<file path="config.mk">
export PLATFORM = sky130hd
export DESIGN_NAME = secuenciador_op
export DESIGN_NICKNAME = d
export VERILOG_FILES = /design/src/rtl/secuenciador_op_pkg.sv /design/src/rtl/secuenciador_op_fifo_cmd.sv /design/src/rtl/secuenciador_op.sv
export SDC_FILE = /design/constraint.sdc
export NUM_CORES = 1
export LEC_CHECK = 0
export BUFFER_PORTS_ARGS = -buffer_cell sky130_fd_sc_hd__buf_2
export CAP_MARGIN = 10
export CORE_ASPECT_RATIO = 0.6
export CORE_UTILIZATION = 55
export DETAILED_ROUTE_END_ITERATION = 16
export PLACE_DENSITY = 0.75
export SLEW_MARGIN = 20
export SYNTH_ARGS = -nofsm -noshare
export SYNTH_HDL_FRONTEND = slang
export SYNTH_HIERARCHICAL = 1
export SYNTH_SLANG_ARGS = --single-unit
</file>
<file path="constraint.sdc">
create_clock -name clk -period 2.8 [get_ports clk]
set_input_delay 0.56 -clock clk [delete_from_list [all_inputs] [get_ports clk]]
set_output_delay 0.56 -clock clk [all_outputs]
set_load 0.005 [all_outputs]
</file>
<file path="src/rtl/secuenciador_op_pkg.sv">
// Shared definitions for the operation sequencer: FSM state encoding and operation codes.
// The optional guard cycle is selected with the macro SECUENCIADOR_OP_GUARDA_EN.
package secuenciador_op_pkg;

    typedef enum logic [1:0] {
        REPOSO  = 2'd0,
        EJECUTA = 2'd1,
        GUARDA  = 2'd2
    } estado_t;

    localparam logic [1:0] OP_0 = 2'b00;
    localparam logic [1:0] OP_1 = 2'b01;
    localparam logic [1:0] OP_2 = 2'b10;
    localparam logic [1:0] OP_3 = 2'b11;

endpackage

</file>
<file path="src/rtl/secuenciador_op_fifo_cmd.sv">
// Command FIFO: PROF entries of ANCHO bits, head readable combinationally, no bypass.
// Push when full and pop when empty are ignored, so occupancy always stays in 0..PROF.
module fifo_cmd #(
    parameter int PROF  = 4,
    parameter int ANCHO = 6
) (
    input  logic                   clk,
    input  logic                   rst,
    input  logic                   push,
    input  logic [ANCHO-1:0]       dato_push,
    input  logic                   pop,
    output logic [ANCHO-1:0]       dato_cab,
    output logic [$clog2(PROF):0]  cuenta,
    output logic                   lleno,
    output logic                   vacio
);
    localparam int PW = $clog2(PROF);
    localparam logic [PW:0] CUENTA_MAX = (PW+1)'(PROF);

    logic [ANCHO-1:0] mem [PROF];
    logic [PW-1:0]    ptr_esc;
    logic [PW-1:0]    ptr_lec;
    logic             push_ok;
    logic             pop_ok;

    assign lleno    = (cuenta == CUENTA_MAX);
    assign vacio    = (cuenta == '0);
    assign push_ok  = push && !lleno;
    assign pop_ok   = pop && !vacio;
    assign dato_cab = mem[ptr_lec];

    // Pointers are PW bits wide, so they wrap modulo PROF on their own.
    always_ff @(posedge clk) begin
        if (rst) begin
            ptr_esc <= '0;
            ptr_lec <= '0;
            cuenta  <= '0;
        end else begin
            if (push_ok) ptr_esc <= ptr_esc + 1'b1;
            if (pop_ok)  ptr_lec <= ptr_lec + 1'b1;
            case ({push_ok, pop_ok})
                2'b10:   cuenta <= cuenta + 1'b1;
                2'b01:   cuenta <= cuenta - 1'b1;
                default: cuenta <= cuenta;
            endcase
        end
    end

    always_ff @(posedge clk) begin
        if (push_ok) mem[ptr_esc] <= dato_push;
    end

endmodule

</file>
<file path="src/rtl/secuenciador_op.sv">
// Operation sequencer: queues {op, dur} commands and drives a registered op/enable pair.
// Macro SECUENCIADOR_OP_GUARDA_EN inserts a one-cycle disabled guard after every command.
module secuenciador_op
    import secuenciador_op_pkg::*;
#(
    parameter int PROF  = 4,
    parameter int DUR_W = 4
) (
    input  logic                   clk,
    input  logic                   rst,
    input  logic [1:0]             ent_op,
    input  logic [DUR_W-1:0]       ent_dur,
    input  logic                   ent_valido,
    output logic                   ent_listo,
    output logic [1:0]             sal_op,
    output logic                   sal_en,
    output logic                   ocupado,
    output logic [$clog2(PROF):0]  cuenta
);
    localparam int ANCHO = 2 + DUR_W;

    logic [ANCHO-1:0] dato_cab;
    logic [1:0]       cab_op;
    logic [DUR_W-1:0] cab_dur;
    logic [DUR_W-1:0] dur_cab;
    logic             lleno;
    logic             vacio;
    logic             pop;
    logic             cargar;

    estado_t          estado, estado_sig;
    logic [DUR_W-1:0] cnt, cnt_sig;
    logic [1:0]       op_act, op_act_sig;

    fifo_cmd #(.PROF(PROF), .ANCHO(ANCHO)) u_fifo (
        .clk       (clk),
        .rst       (rst),
        .push      (ent_valido && ent_listo),
        .dato_push ({ent_op, ent_dur}),
        .pop       (pop),
        .dato_cab  (dato_cab),
        .cuenta    (cuenta),
        .lleno     (lleno),
        .vacio     (vacio)
    );

    assign ent_listo = !lleno;
    assign cab_op    = dato_cab[ANCHO-1 -: 2];
    assign cab_dur   = dato_cab[DUR_W-1:0];
    assign dur_cab   = (cab_dur == '0) ? DUR_W'(1) : cab_dur;
    assign ocupado   = (estado != REPOSO) || !vacio || sal_en;

    always_comb begin
        estado_sig = estado;
        cnt_sig    = cnt;
        op_act_sig = op_act;
        cargar     = 1'b0;
        pop        = 1'b0;
        case (estado)
            REPOSO: begin
                if (!vacio) cargar = 1'b1;
            end
            EJECUTA: begin
                if (cnt > DUR_W'(1)) begin
                    cnt_sig = cnt - 1'b1;
                end else begin
`ifdef SECUENCIADOR_OP_GUARDA_EN
                    cnt_sig    = '0;
                    estado_sig = GUARDA;
`else
                    if (!vacio) begin
                        cargar = 1'b1;
                    end else begin
                        cnt_sig    = '0;
                        estado_sig = REPOSO;
                    end
`endif
                end
            end
            GUARDA: begin
`ifdef SECUENCIADOR_OP_GUARDA_EN
                // The guard cycle itself is the only sal_en gap; a waiting command starts right after it.
                if (!vacio) cargar = 1'b1;
                else        estado_sig = REPOSO;
`else
                estado_sig = REPOSO;
`endif
            end
            default: estado_sig = REPOSO;
        endcase
        if (cargar) begin
            pop        = 1'b1;
            op_act_sig = cab_op;
            cnt_sig    = dur_cab;
            estado_sig = EJECUTA;
        end
    end

    // sal_en/sal_op mirror the previous EJECUTA cycle, giving the two-cycle start latency.
    always_ff @(posedge clk) begin
        if (rst) begin
            estado <= REPOSO;
            cnt    <= '0;
            op_act <= OP_0;
            sal_op <= OP_0;
            sal_en <= 1'b0;
        end else begin
            estado <= estado_sig;
            cnt    <= cnt_sig;
            op_act <= op_act_sig;
            sal_en <= (estado == EJECUTA);
            if (estado == EJECUTA) sal_op <= op_act;
        end
    end

endmodule

</file>
== After elaboration in Yosys (flattened, before gate mapping) ==
Memory sizes are Yosys's and may differ from the RTL's. A register that Yosys moved wholly into a read port is not among the register bits.
Cells that the tools add are included.
Word-level totals
  flip-flop bits (word level): 18
  latch bits: 0
  memory bits (writable): 24
  bits in read-only memories: 0
  input bits: 9
  output and inout port bits: 8
  word-level logic and storage cells: 62
  memories kept: 1
Memory list
  u_fifo.mem: words 4, bits a word 6, read ports 1, clocked after Yosys merged registers in 1, wr ports 1, line secuenciador_op_fifo_cmd.sv:20  | logic [ANCHO-1:0] mem [PROF];
Cells by class
  add/subtract/negate cells: 5
  multipliers: 0
  divide/modulo/power cells: 0
  $lt $le $gt $ge: 1
  equality and inequality tests: 9
  shift operators: 0
  muxes and demuxes: 18
  bitwise logic cells: 1
  reductions and logical operators: 18
Operators with widths (count)
  2-to-1 mux 4 bit: 5
  2-to-1 mux 2 bit: 4
  2-to-1 mux 1 bit: 6
  one-hot mux 3 bit (2 select lines): 1
  AND reduction 3 bit: 2
  nonzero test 2 bit: 3
  adder 2 x 1 -> 2 bit, second input constant: 2
  == test 2 x 1 -> 1 bit, second input constant: 2
  > comparator 4 x 1 -> 1 bit, second input constant: 1
  logical NOT 4 bit: 1
  != test 2 bit, second input constant: 2
  one-hot mux 2 bit (2 select lines): 1
  subtractor 4 x 1 -> 4 bit, second input constant: 1
  adder 3 x 1 -> 3 bit, second input constant: 1
  == test 3 bit, second input constant: 1
  logical AND 1 bit: 3
  logical NOT 3 bit: 1
  != test 3 x 2 -> 1 bit, second input constant: 1
  != test 3 bit, second input constant: 1
  nonzero test 3 bit: 1
  subtractor 3 x 1 -> 3 bit, second input constant: 1
  == test 2 bit, second input constant: 1
  logical NOT 1 bit: 2
  logical NOT 2 bit: 1
  6 further kinds: 7

== Longest topological paths before layout ==
Gate-level depths: netlist (run 1).
  depth after elaboration: 8
  mapped depth: 13
  gate-level depth less buffers: 13

== Modules after synthesis ==
Netlist (run 1), hierarchy kept.
By module, submodules not included
  fifo_cmd: times used 1, cells an instance 85, area an instance 1341.3 um^2, sequential area each 900.9 um^2
  secuenciador_op: times used 1, cells an instance 60, area an instance 523.0 um^2, sequential area each 200.2 um^2

== Worst setup path before layout (run 1) ==
No wires, ideal clock.
  kind: register to register
  start: reg cnt[1]
  end: reg u_fifo.cuenta[2]
  setup time: 0.070 ns
  data arrival time: 2.366 ns
  required time: 2.730 ns
  setup slack: 0.364 ns
  cell stages (with the launch flop): 14
  path buffers: 0
  period minus slack after synthesis: 2.436 ns
  cell sequence: dfxtp_1 > inv_1 > ha_1 > nor2_2 > o31a_1 > nor2_1 > o31ai_1 > inv_1 > ha_1 > inv_1 > fa_1 > xor2_1 > or3_1 > a21oi_1
On the way
  cells in the longest elaborated chain, start to end: 7
  elaborated cells on any way between the ends: 9
  classes of those cells: order compare: 1; eq/ne: 2; mux: 4; reduce/logical: 2
RTL lines
  start, declared: line secuenciador_op.sv:32  | logic [DUR_W-1:0] cnt, cnt_sig;
  start signal, assigned: line secuenciador_op.sv:109  | cnt <= cnt_sig;
  > comparator 4 x 1 -> 1 bit *: line secuenciador_op.sv:64  | if (cnt > DUR_W'(1)) begin
  2-to-1 mux 1 bit *: line secuenciador_op.sv:64
  one-hot mux 1 bit (2 select lines) *: line secuenciador_op.sv:59  | case (estado)
  via cargar: line secuenciador_op.sv:29  | logic cargar;
  2-to-1 mux 1 bit *: line secuenciador_op.sv:91  | if (cargar) begin
  logical AND 1 bit *: line secuenciador_op_fifo_cmd.sv:29  | assign pop_ok = pop && !vacio;
  via u_fifo.pop_ok: line secuenciador_op_fifo_cmd.sv:24  | logic pop_ok;
  == test 2 x 1 -> 1 bit or == test 2 bit (tied branches): line secuenciador_op_fifo_cmd.sv:41  | case ({push_ok, pop_ok})
  one-hot mux 3 bit (2 select lines) or nonzero test 2 bit (tied branches)
  end signal, assigned: line secuenciador_op_fifo_cmd.sv:42  | 2'b10: cuenta <= cuenta + 1'b1;
  end signal, assigned: line secuenciador_op_fifo_cmd.sv:43  | 2'b01: cuenta <= cuenta - 1'b1;
  end signal, assigned: line secuenciador_op_fifo_cmd.sv:44  | default: cuenta <= cuenta;
  end, declared: line secuenciador_op_fifo_cmd.sv:13  | output logic [$clog2(PROF):0] cuenta,
Mark *: on every way through the listed nets, which the timed path passes. The rest lies on a longest branch.
A chain may end at the register's enable or synchronous reset.

== Worst setup path after layout (run 1) ==
Ends and elaborated chain as after synthesis.

==> results.md, run 1 <==
- Kind of start point of the critical path: flop
- Root buf cell: clkbuf_8
- Min-Delay Path Class: in2reg
- TritonRoute pass-1 iters: 4
- Part of the Yosys area used for sequential elements: 0.591
- Area occupied by multi-input gates: 699 µm²
- Setup repair after global routing missed its margin: no
- Routability congestion estimate from global placement: 0.778
- Total number of vias: 1206
- Wirelength, routed: 3400 µm
- DIE AREA: 3630 µm²
- Count of endpoints failing hold in the final timing report: 0
- CTS max path bufs: 2
- Kind of cell with the highest combined delay on the critical path: adder cells
- Diodes inserted: 0
- Crit path time final: 2.67 ns
- Status: complete, no violations
- Source of the critical timing path: cnt[1]
- Detail-routed net length per standard cell: 16.2 µm
- Largest fanout on the critical path: 4
- Synth Area per Inst: 12.9 µm²
- Horiz. Die Dim: 77.2 µm
- Pins Over Slew Limit: 0
- Count of state elements after synthesis: 43
- Stage delay of the slowest cell on the critical path: 0.38 ns
- Clock tree sinks: 43
- Starting utilization of the core area: 0.613
- Critical path required time: 3.02 ns
- CP endpoint kind: flop
- Arrival time at the worst endpoint: 2.89 ns
- Total number of yosys warnings: 6
- Maximum number of pins on one net before global-route repair: 21
- Drt drc: 0
- Number of standard-cell rows in the floorplan: 15
- Number of fill cells: 229
- WP buf/inv: 3
- Number of nets with antenna violations after detailed routing: 0
- Dominant cell type by area after synthesis: edfxtp_1
- Worst clock skew on the final layout: 0.00792 ns
- Clock transition at the registers of the reported paths: 0.08 ns
- Wire length of the first global-routing pass: 5310 µm
- Synth area leaders: edfxtp_1 (39%), dfxtp_1 (20%), mux4_2 (7.2%), ha_1 (4.7%), a21oi_1 (2.4%)
- Total power divided by cell area: 942 nW/µm²
- Number of buffers created by CTS: 5
- Source of the worst register-to-register timing path: cnt[1]
- TritonCTS clock tree: done
- Final net count: 183
- I/O pins: 17
- Top-area cell type share of the netlist area: 0.387
- Kind of critical path: reg2reg
- Count of buffers inserted at the top-level ports: 16
- Final period utilization: 0.955
- Leakage power figure: 0.776 nW
- Initial antenna violation count: 0
- Vias in the first global route: 1148
- Synth Net Count: 162
- Critical hold path startpoint: ent_op[1]
- Highest-delay cell along the critical path: fa_1
- CP dominant cell by count: inv_1
- Max IR drop VDD: 0.000556 V
- Setup TNS: 0 ns
- Die boundary height: 47.1 µm
- Tightest slew margin relative to the limit: 0.653
- Aggregate global-route resource usage: 0.203
- CP cell instances: inv_1 > ha_2 > nor2_2 > o31a_1 > nor2_1 > o31ai_1 > inv_1 > ha_1 > inv_1 > fa_1 > xor2_1 > or3_1 > a21oi_1
- Gate Count Post-Synth: 145
- Post-detailed-placement half-perimeter wirelength: 2510 µm
- Starting DRC count in detailed routing: 85
- Post-detailed-route via-to-cell ratio: 5.77
- Clk Latency, worst-skew pair: 0.29 ns
- Max-capacitance violation count: 0
- Count of unique library cells instantiated by Yosys: 36
- Layout cell share with drive strength beyond 1: 0.234
- Setup violations, final: 0
- Synth-to-Final Area Change: 12.1%
- Post-route standard cell area excluding fillers: 2090 µm²
- Area after detailed placement: 1980 µm²
- Transition time at the pin with the least slew margin: 0.518 ns
- End-of-flow core utilization: 0.688
- # H-tree levels: 2
- Std-Cell Core Area: 3040 µm²
- Fmax: 374 MHz
- Register area: 1100 µm²
- Post-synthesis cell area: 1860 µm²
- Overall overflow remaining after global route: 0
[kinds of logic (layout without fill, tap and decap cells)]
group                    count (synthesis)  count (layout)  share of synthesized area
AO/OA/AOI/OAI                           25              25                     0.0940
XOR/XNOR                                 3               3                     0.0141
AND/OR/NAND/NOR                         40              40                      0.119
multiplexers                             9               9                     0.0886
flip-flops                              43              43                      0.591
adder cells (fa/ha/maj)                  8               8                     0.0577
buffers and inverters                   17              39                     0.0356
[repair_timing]
action / 4_1_cts / 5_1_grt
hold buffers: 0 / 0
setup endpoints to repair: 0 / 1
buffers inserted: 0 / 2
resized for setup: 0 / 1
[final cells by class]
type / count / share of cell area
clock buffer: 7 / 0.0413
tap: 42 / 0.0251
inverter: 12 / 0.0215
clock inverter: 1 / 0.00180
timing repair buffer: 19 / 0.0491
sequential: 43 / 0.527
multi-input combinational: 85 / 0.335
[path summary, 6_finish.rpt]
path	to	depth (start not counted)	slack [ns]
worst max-delay path	u_fifo/cuenta[2]	13	0.13
worst min-delay path	u_fifo/mem[0][5]	1	0.49
worst max register to register	u_fifo/cuenta[2]	13	0.13
worst min register to register	op_act[1]	2	0.50
[registers in the layout, indices dropped and copies added, names as in the netlist, named ones only]
register and count:
u_fifo/mem 24, cnt 4, u_fifo/cuenta 3, op_act 2
sal_op 2, u_fifo/ptr_esc 2, u_fifo/ptr_lec 2, estado 1
sal_en 1
[per-stage QoR]
stage	worst slack [ns]	std cells	power (mW)	hold slack, ns
final	0.127	209	1.97	0.488
after global routing	0.00901	209	2.08	0.488
after CTS	0.101	207	1.96	0.484
after detailed placement	0.104	199	1.57	0.484
after global placement	0.272	199	1.52	0.468
after floorplan	0.364	145	1.38	0.454
[cells in the final DEF, fill, tap and decap left out, types with 6 or more instances in the layout]
cell type  Yosys  routed
dfxtp_1       19      19
ha_1           7       6
o21ai_0        6       6
clkbuf_8       0       6
nor2_1        11      11
a21oi_1        9       9
edfxtp_1      24      24
inv_1         12      12
buf_2          2      16
mux4_2         6       6
[power by group]
group	total (mW)	switching (mW)	leakage (nW)	internal, mW
clock network	0.392	0.194	0.0459	0.198
registers	0.897	0.106	0.376	0.791
logic	0.681	0.373	0.354	0.308
total	1.97	0.673	0.776	1.30
[cell usage after synthesis]
cell type	count
nor2b_1	2
o211ai_1	1
o41ai_2	1
nor4_1	1
mux4_2	6
o31a_1	1
buf_1	1
xor2_1	3
a221oi_1	1
edfxtp_1	24
o221a_1	1
dfxtp_1	19
nor3b_2	1
inv_1	12
ha_1	7
nor3_1	4
a21oi_1	9
a31oi_1	2
o31ai_1	1
o21ai_0	6
clkbuf_1	2
nor2_2	1
or2_2	1
buf_2	2
a2111oi_2	1
nor2_1	11
o31ai_2	1
nand2b_1	4
nand2_1	2
nand3b_1	2
nor3_2	1
or3_1	4
mux2i_1	3
nand3_1	2
and2_1	4
fa_1	1
[routing by layer]
layer,up-vias,share of wire,GRT usage
met1,593,0.45,0.265
met4,0,0.0012,0.0377
met2,41,0.49,0.345
met5,-,0,0
met3,2,0.065,0.0699
li1,570,-,-
No activity file was read; power rests on OpenSTA's default activity.
==> run 2: changes to the inputs <==
==> constraint.sdc (replaced) <==
create_clock -name clk -period 2.9 [get_ports clk]
set_input_delay 0.58 -clock clk [delete_from_list [all_inputs] [get_ports clk]]
set_output_delay 0.58 -clock clk [all_outputs]
set_load 0.005 [all_outputs]
==> results.md, run 2 (synthesis results as in run 1) <==
- Most common cell after layout, fill and taps aside: edfxtp_1
- Clk Latency, worst-skew pair: 0.29 ns (about the same)
- Pins Over Slew Limit: 0 (unchanged)
- Critical path required time: 3.12 ns (+0.10 ns)
- I/O pins: 17 (unchanged)
- Final net count: 181 (-1.1%)
- Transition time at the pin with the least slew margin: 0.508 ns (-0.00937 ns)
- Std-Cell Core Area: 3040 µm² (unchanged)
- Initial antenna violation count: 0 (unchanged)
- Min-Delay Path Class: reg2reg
- Setup repair after global routing missed its margin: no
- Layout cell share with drive strength beyond 1: 0.218 (-0.0154)
- Maximum number of pins on one net before global-route repair: 21 (unchanged)
- Clock transition at the registers of the reported paths: 0.08 ns (about the same)
- Number of buffers created by CTS: 5 (unchanged)
- TritonCTS clock tree: done
- Routability congestion estimate from global placement: 0.778 (unchanged)
- Horiz. Die Dim: 77.2 µm (unchanged)
- Biggest register: u_fifo/mem
- Most frequent cells in the layout: edfxtp_1 (24), dfxtp_1 (19), buf_2 (16)
- Worst Hold Path Cells: 2 (+1)
- Vias in the first global route: 1148 (unchanged)
- Crit path time final: 2.73 ns (+0.0541 ns)
- Post-detailed-placement half-perimeter wirelength: 2510 µm (unchanged)
- Root buf cell: clkbuf_8
- Number of standard-cell rows in the floorplan: 15 (unchanged)
- Max reg flops: 24 (unchanged)
- Starting DRC count in detailed routing: 76 (-11%)
- Post-CTS setup buffer count: 0 (unchanged)
- DIE AREA: 3630 µm² (unchanged)
- Post-detailed-route via-to-cell ratio: 5.70 (-1.2%)
- Post-route standard cell area excluding fillers: 2070 µm² (-0.84%)
- # H-tree levels: 2 (unchanged)
- Starting utilization of the core area: 0.613 (unchanged)
- TritonRoute pass-1 iters: 4 (unchanged)
- Number of fill cells: 232 (+1.3%)
- Number of nets with antenna violations after detailed routing: 0 (unchanged)
- Total number of vias: 1180 (-2.2%)
- Setup TNS: 0 ns (unchanged)
- Clock tree sinks: 43 (unchanged)
- Kind of critical path: reg2reg
- Setup violations, final: 0 (unchanged)
- Detail-routed net length per standard cell: 16.4 µm (+0.76%)
- GR Util met1: 0.265 (unchanged)
- Global routing met2 resource utilization: 0.345 (unchanged)
- Die boundary height: 47.1 µm (unchanged)
- Drt drc: 0 (unchanged)
- Number of resized instances in the post-cts repair step: 0 (unchanged)
- Synth-to-Final Area Change: 11.2%
- Post-CTS Hold Buffers: 0 (unchanged)
- Kind of start point of the critical path: flop
- Overall overflow remaining after global route: 0 (unchanged)
- Busiest grt layer: met2
- Tightest slew margin relative to the limit: 0.659 (+0.00629)
- Status: complete, no violations
- Met3 Use GR: 0.0699 (unchanged)
- CP endpoint kind: flop
- Largest registers: u_fifo/mem x24, cnt x4, u_fifo/cuenta x3
- Register-to-register setup slack: 0.17 ns (+0.05 ns)
- CTS max path bufs: 2 (unchanged)
- Wire length of the first global-routing pass: 5310 µm (unchanged)
- Final period utilization: 0.940 (-0.0143)
- Max-capacitance violation count: 0 (unchanged)
- Worst clock skew on the final layout: 0.00773 ns (-0.000189 ns)
- Arrival time at the worst endpoint: 2.95 ns (+0.06 ns)
- Wirelength, routed: 3390 µm (-0.21%)
- Diodes inserted: 0 (unchanged)
- Fmax: 367 MHz (-2.0%)
- Count of endpoints failing hold in the final timing report: 0 (unchanged)
- Total power divided by cell area: 912 nW/µm² (-3.2%)
- Largest fanout on the critical path: 7 (+3)
- Leakage power figure: 0.767 nW (-1.2%)
- Max IR drop VDD: 0.000535 V (-3.9%)
- Number of cell instances on the worst register-to-register path: 13 (unchanged)
- Area after detailed placement: 1980 µm² (unchanged)
- Aggregate global-route resource usage: 0.203 (unchanged)
- Count of buffers inserted at the top-level ports: 16 (unchanged)
## run 2: report_power, final
part	internal, mW	total, mW	switching, mW
registers	0.764	0.866	0.102
logic	0.284	0.642	0.358
clock network	0.191	0.382	0.191
total	1.24	1.89	0.651
## run 2: routing by layer
| metal | wire length, µm | part of all wire |
|---|---|---|
| met4 | 14 | 0.0041 |
| met1 | 1660 | 0.49 |
| met5 | 0 | 0 |
| met3 | 128 | 0.038 |
| met2 | 1590 | 0.47 |
## run 2: critical path, stage by stage, from the launching register on
cell	delay, ns
dfxtp_1	0.31
inv_1	0.11
ha_1	0.24
nor2_2	0.08
o31a_1	0.32
nor2_1	0.16
o31ai_1	0.12
inv_1	0.07
ha_1	0.18
inv_1	0.06
fa_1	0.38
xor2_1	0.16
or3_1	0.31
a21oi_1	0.16
## run 2: area by class of cell
class,count,area [µm²],share of cell area
clock buffers,7,86.3,0.0416
clock inverters,1,3.75,0.00181
inverters,12,45.0,0.0217
multi-input cells,85,697,0.336
flip-flops and latches,43,1100,0.531
well taps,42,52.6,0.0253
repair buffers,17,87.6,0.0422
## run 2: through the flow
stage	utilization	hold slack, ns	setup slack [ns]	std cells	total power, mW
floorplan	-	0.454	0.464	145	1.33
global placement	0.652	0.468	0.372	199	1.47
detailed placement	0.652	0.484	0.204	199	1.51
CTS	0.682	0.495	0.201	207	1.89
global route	0.682	0.508	0.0636	207	2.00
finish	0.682	0.498	0.173	207	1.89
## run 2: worst paths after layout
check	from	end
max	cnt[1]	u_fifo/cuenta[2]
min	op_act[0]	op_act[0]
max reg2reg	cnt[1]	u_fifo/cuenta[2]
min reg2reg	op_act[0]	op_act[0]
